`config.mk`:
```
export PLATFORM = sky130hd
export DESIGN_NAME = sumador_serial
export DESIGN_NICKNAME = d
export VERILOG_FILES = /design/src/rtl/sumador_serial.sv
export SDC_FILE = /design/constraint.sdc
export NUM_CORES = 1
export LEC_CHECK = 0
export BUFFER_PORTS_ARGS = -buffer_cell sky130_fd_sc_hd__buf_2
export CAP_MARGIN = 15
export CORE_ASPECT_RATIO = 1.75
export CORE_UTILIZATION = 28
export CTS_CLUSTER_SIZE = 8
export DETAILED_ROUTE_END_ITERATION = 8
export GPL_TIMING_DRIVEN = 0
export PLACE_DENSITY_LB_ADDON = 0.1
export SYNTH_ARGS = -nofsm -noshare
export SYNTH_HDL_FRONTEND = slang
export SYNTH_SLANG_ARGS = --single-unit
```
`constraint.sdc`:
```
create_clock -name clk -period 2.76 [get_ports clk]
set_clock_uncertainty 0.15 [all_clocks]
set_input_delay 0.276 -clock clk [delete_from_list [all_inputs] [get_ports clk]]
set_output_delay 0.276 -clock clk [all_outputs]
set_load 0.1 [all_outputs]
```
`src/rtl/sumador_serial.sv`:
```
// Bit-serial adder/subtractor: one full adder iterated LSB-first, one bit per clock.
// Subtraction is A + ~B + 1, so cout=1 means "no borrow".
module sumador_fa (
  input  logic x,
  input  logic y,
  input  logic c,
  output logic s,
  output logic co
);
  assign s  = x ^ y ^ c;
  assign co = (x & y) | (x & c) | (y & c);
endmodule

module sumador_serial #(
  parameter int WIDTH = 8
) (
  input  logic             clk,
  input  logic             rst_n,
  input  logic             start,
  input  logic             op_sub,
  input  logic [WIDTH-1:0] a,
  input  logic [WIDTH-1:0] b,
  input  logic             cin,
  output logic             busy,
  output logic             done,
  output logic [WIDTH-1:0] s,
  output logic             cout,
  output logic             ovf
);
  localparam int CW = $clog2(WIDTH);

  typedef enum logic [1:0] {IDLE, RUN, DONE} state_t;
  state_t state, state_nx;

  logic [WIDTH-1:0] ra, rb, rs;
  logic [CW-1:0]    cnt;
  logic             carry, sum_bit, carry_nx, accept, last;

  sumador_fa u_fa (.x(ra[0]), .y(rb[0]), .c(carry), .s(sum_bit), .co(carry_nx));

  assign accept = start && (state != RUN);
  assign last   = (cnt == CW'(WIDTH-1));
  assign busy   = (state == RUN);
  assign done   = (state == DONE);

  always_ff @(posedge clk or negedge rst_n)
    if (!rst_n) state <= IDLE;
    else        state <= state_nx;

  always_comb begin
    state_nx = state;
    case (state)
      IDLE:    if (start) state_nx = RUN;
      RUN:     if (last)  state_nx = DONE;
      DONE:    state_nx = start ? RUN : IDLE;
      default: state_nx = IDLE;
    endcase
  end

  // Outputs only move at the completion edge, so they stay stable through a following RUN.
  always_ff @(posedge clk or negedge rst_n)
    if (!rst_n) begin
      ra    <= '0;
      rb    <= '0;
      rs    <= '0;
      cnt   <= '0;
      carry <= 1'b0;
      s     <= '0;
      cout  <= 1'b0;
      ovf   <= 1'b0;
    end else if (accept) begin
      ra    <= a;
      rb    <= op_sub ? ~b : b;
      carry <= op_sub | cin;
      cnt   <= '0;
    end else if (state == RUN) begin
      ra    <= ra >> 1;
      rb    <= rb >> 1;
      rs    <= {sum_bit, rs[WIDTH-1:1]};
      carry <= carry_nx;
      cnt   <= cnt + 1'b1;
      if (last) begin
        s    <= {sum_bit, rs[WIDTH-1:1]};
        cout <= carry_nx;
        ovf  <= carry ^ carry_nx;
      end
    end
endmodule

```
==> impl_metrics.env <==
export IMPL_status="completed"
export IMPL_postSynthAreaPerCell_um2=11.2
export IMPL_required_ns=2.33
export IMPL_netlist_top_cells_area="dfrtp_1, nand2_1, mux2i_1, mux2_4, o21ai_0"
export IMPL_insertion_delay_ns=0.29
export IMPL_min_from="a[7]"
export IMPL_gp_congestion=0.706
export IMPL_route_detailed_drc=0
export IMPL_synth_nets=181
export IMPL_rsz0062_at_grt="false"
export IMPL_floorplan_initialDensity_pct=29.3
export IMPL_holdPathEnd="ra[7]$_DFFE_PN0P_"
export IMPL_routedWlPerCell_um=12.5
export IMPL_share_comb_of_total_power_pct=45.8
export IMPL_finalSetupViolations=0
export IMPL_coreArea_um2=5970
export IMPL_yosysTopAreaCell="dfrtp_1"
export IMPL_clkSinkCount=39
export IMPL_cts_buffers_inserted=5
export IMPL_synth_top_cell_area_share_pct=55.7
export IMPL_viasPerCell=4.42
export IMPL_grt_pass1_vias=1307
export IMPL_max_slew_margin_rel_pct=41.5
export IMPL_r2r_end="s[6]$_DFFE_PN0P_"
export IMPL_clkTransAtPathRegs_ns=0.08
export IMPL_synth_warnings=0
export IMPL_grt_max_degree=40
export IMPL_vias=1211
export IMPL_ys_types=24
export IMPL_die_h_um=107
export IMPL_drtAntennaViolNets=0
export IMPL_drv_cap=0
export IMPL_power_leakage_nw=1.10
export IMPL_reg2reg_from="cnt[0]$_DFFE_PN0P_"
export IMPL_grt_usage_pct=12.3
export IMPL_final_net_count=219
export IMPL_max_slew_worst_pin_slew_ns=0.877
export IMPL_start_kind="flop"
export IMPL_worstHoldPathType="primary input to flop"
export IMPL_layout_area_overhead_vs_synth_pct=21.4
export IMPL_cts_resized=0
export IMPL_io_buffers=30
export IMPL_ys_ff_latch=39
export IMPL_cts_root_buf="clkbuf_8"
export IMPL_crit_fanout=10
export IMPL_cts_tree="built"
export IMPL_io_pins=33
export IMPL_p_clk_share_pct=18.3
export IMPL_die_area_um2=6590
export IMPL_arrival_ns=1.72
export IMPL_grt_pass1_wl_mm=5.95
export IMPL_drt_iter0_drc=18
export IMPL_seq_area_frac_synth_pct=55.7
export IMPL_power_switching_w=0.00123
export IMPL_power_density_nw_per_um2=1250
export IMPL_cp_startpoint="state[1]$_DFFE_PN0P_"
export IMPL_reg2reg_depth=5
export IMPL_seqPwrFrac_pct=35.8
export IMPL_whs_ns=0.0829
export IMPL_clockBufferDepth=2
export IMPL_gr_total_overflow=0
export IMPL_switching_share_pct=46.0
export IMPL_r2r_slack_ns=0.98
export IMPL_cp_end_kind="primary output"
export IMPL_syn_inst=157
export IMPL_route_final_wire_length_mm=3.43
export IMPL_finalCriticalPeriod_ns=2.14
export IMPL_vdd_ir_drop_max_v=0.000445
export IMPL_drv_slew=0
export IMPL_syn_cell_area_um2=1750
export IMPL_hold_path_depth=3
export IMPL_fillCellCount=640
export IMPL_p_int_w=0.00144
export IMPL_htreeDepth=2
export IMPL_max_freq_mhz=467
export IMPL_drive_above_1_share_pct=28.6
export IMPL_hpwl_mm=2.52
export IMPL_hold_viol=0
export IMPL_setup_tns_ns=0
export IMPL_die_w_um=61.8
export IMPL_drt_pre_antenna_iters=4
export IMPL_diodes=0
export IMPL_fin_crit_sh_pct=77.6
export IMPL_worstSetupPathType="flop to primary output"
export IMPL_std_cell_rows=37
export IMPL_antenna_found_initial=0
[logic make-up (layout without fill, tap and decap cells)]
logic type               after synthesis  after routing  synth area share (%)
AO/OA/AOI/OAI                         23             23                  6.64
XOR/XNOR                               9              9                  4.50
adder cells (fa/ha/maj)                3              3                  2.57
buffers and inverters                 12             51                  4.00
flip-flops                            39             39                  55.7
multiplexers                          24             24                  15.9
AND/OR/NAND/NOR                       47             47                  10.7
[stage by stage]
stage / area (µm²) / power, W / setup WS (ns) / instances / utilization (%)
floorplan: 1750 / 0.00195 / 0.602 / 157 / -
global placement: 2000 / 0.00219 / 0.886 / 265 / 33.5
global route: 2130 / 0.00287 / 0.480 / 274 / 35.6
CTS: 2130 / 0.00272 / 0.564 / 274 / 35.6
finish: 2130 / 0.00267 / 0.617 / 274 / 35.6
detailed placement: 2000 / 0.00221 / 0.895 / 265 / 33.5
[sequential cells by signal, summed over array words and instances, names as in the netlist]
signal,flops
rb,8
carry,1
ovf,1
ra,8
cout,1
cnt,3
state,2
rs,7
s,8
[cells in the mapped netlist]
master / instances
mux2_4: 7
o21ai_0: 20
mux2i_1: 15
buf_6: 1
o22ai_1: 1
clkbuf_2: 1
a21oi_1: 1
nor2b_1: 1
mux2_2: 2
fa_1: 1
xnor2_1: 2
nand2b_1: 1
buf_4: 3
nor3_1: 1
xor2_1: 7
buf_2: 4
nor2_1: 1
ha_1: 2
dfrtp_1: 39
nand2_1: 41
nand3_1: 1
o21ai_1: 1
inv_1: 3
nand3b_1: 1
[area by class of cell]
cell class                 count  area (µm²)  area share [%]
buffer                         9        58.8            2.76
clock buffer                   6        82.6            3.88
clock inverter                 2        35.0            1.65
inverter                       3        11.3           0.529
multi-input combinational    106         706            33.2
sequential                    39         976            45.9
tap                           78        97.6            4.59
timing repair buffer          31         160            7.53
[critical path, cell delays in order, from the launching register on]
cell and delay [ns]:
dfrtp_1 0.39, nand2b_1 0.18, inv_1 0.15, buf_2 0.24, buf_2 0.46
[placed cells by master, fill, tap and decap left out, types with 3 or more instances in the layout]
| cell | synthesis | routed |
|---|---|---|
| nand2_1 | 41 | 41 |
| dfrtp_1 | 39 | 39 |
| buf_2 | 4 | 34 |
| o21ai_0 | 20 | 20 |
| mux2i_1 | 15 | 15 |
| mux2_4 | 7 | 7 |
| xor2_1 | 7 | 7 |
| clkbuf_8 | 0 | 6 |
| inv_1 | 3 | 3 |
| buf_4 | 3 | 3 |
[power by group through the flow]
stage	registers, W	clock network [W]	logic, W
after floorplan	0.00140	0	0.000551
after detailed placement	0.000971	0	0.00124
final	0.000956	0.000489	0.00122
after global placement	0.000962	0	0.00122
after global routing	0.000996	0.000535	0.00134
after CTS	0.000961	0.000509	0.00125
[per-layer routing]
layer | part of all wire (%) | global-route usage [%] | wire length (µm)
met5 | 0 | 0 | 0
met4 | 1.8 | 4.76 | 61
met3 | 4.6 | 3.98 | 159
met2 | 56 | 21.9 | 1910
met1 | 38 | 12.8 | 1300
[worst max-delay path by stage]
| stage | end |
|---|---|
| after floorplan | done |
| after global placement | busy |
| after detailed placement | busy |
| after CTS | busy |
| after global routing | busy |
| final | busy |
[what timing repair did]
| action | in CTS | in global routing |
|---|---|---|
| hold endpoints to repair | 9 | 0 |
| setup buffers | 0 | 0 |
| hold buffers | 1 | 0 |
No activity file was read; power rests on OpenSTA's default activity.
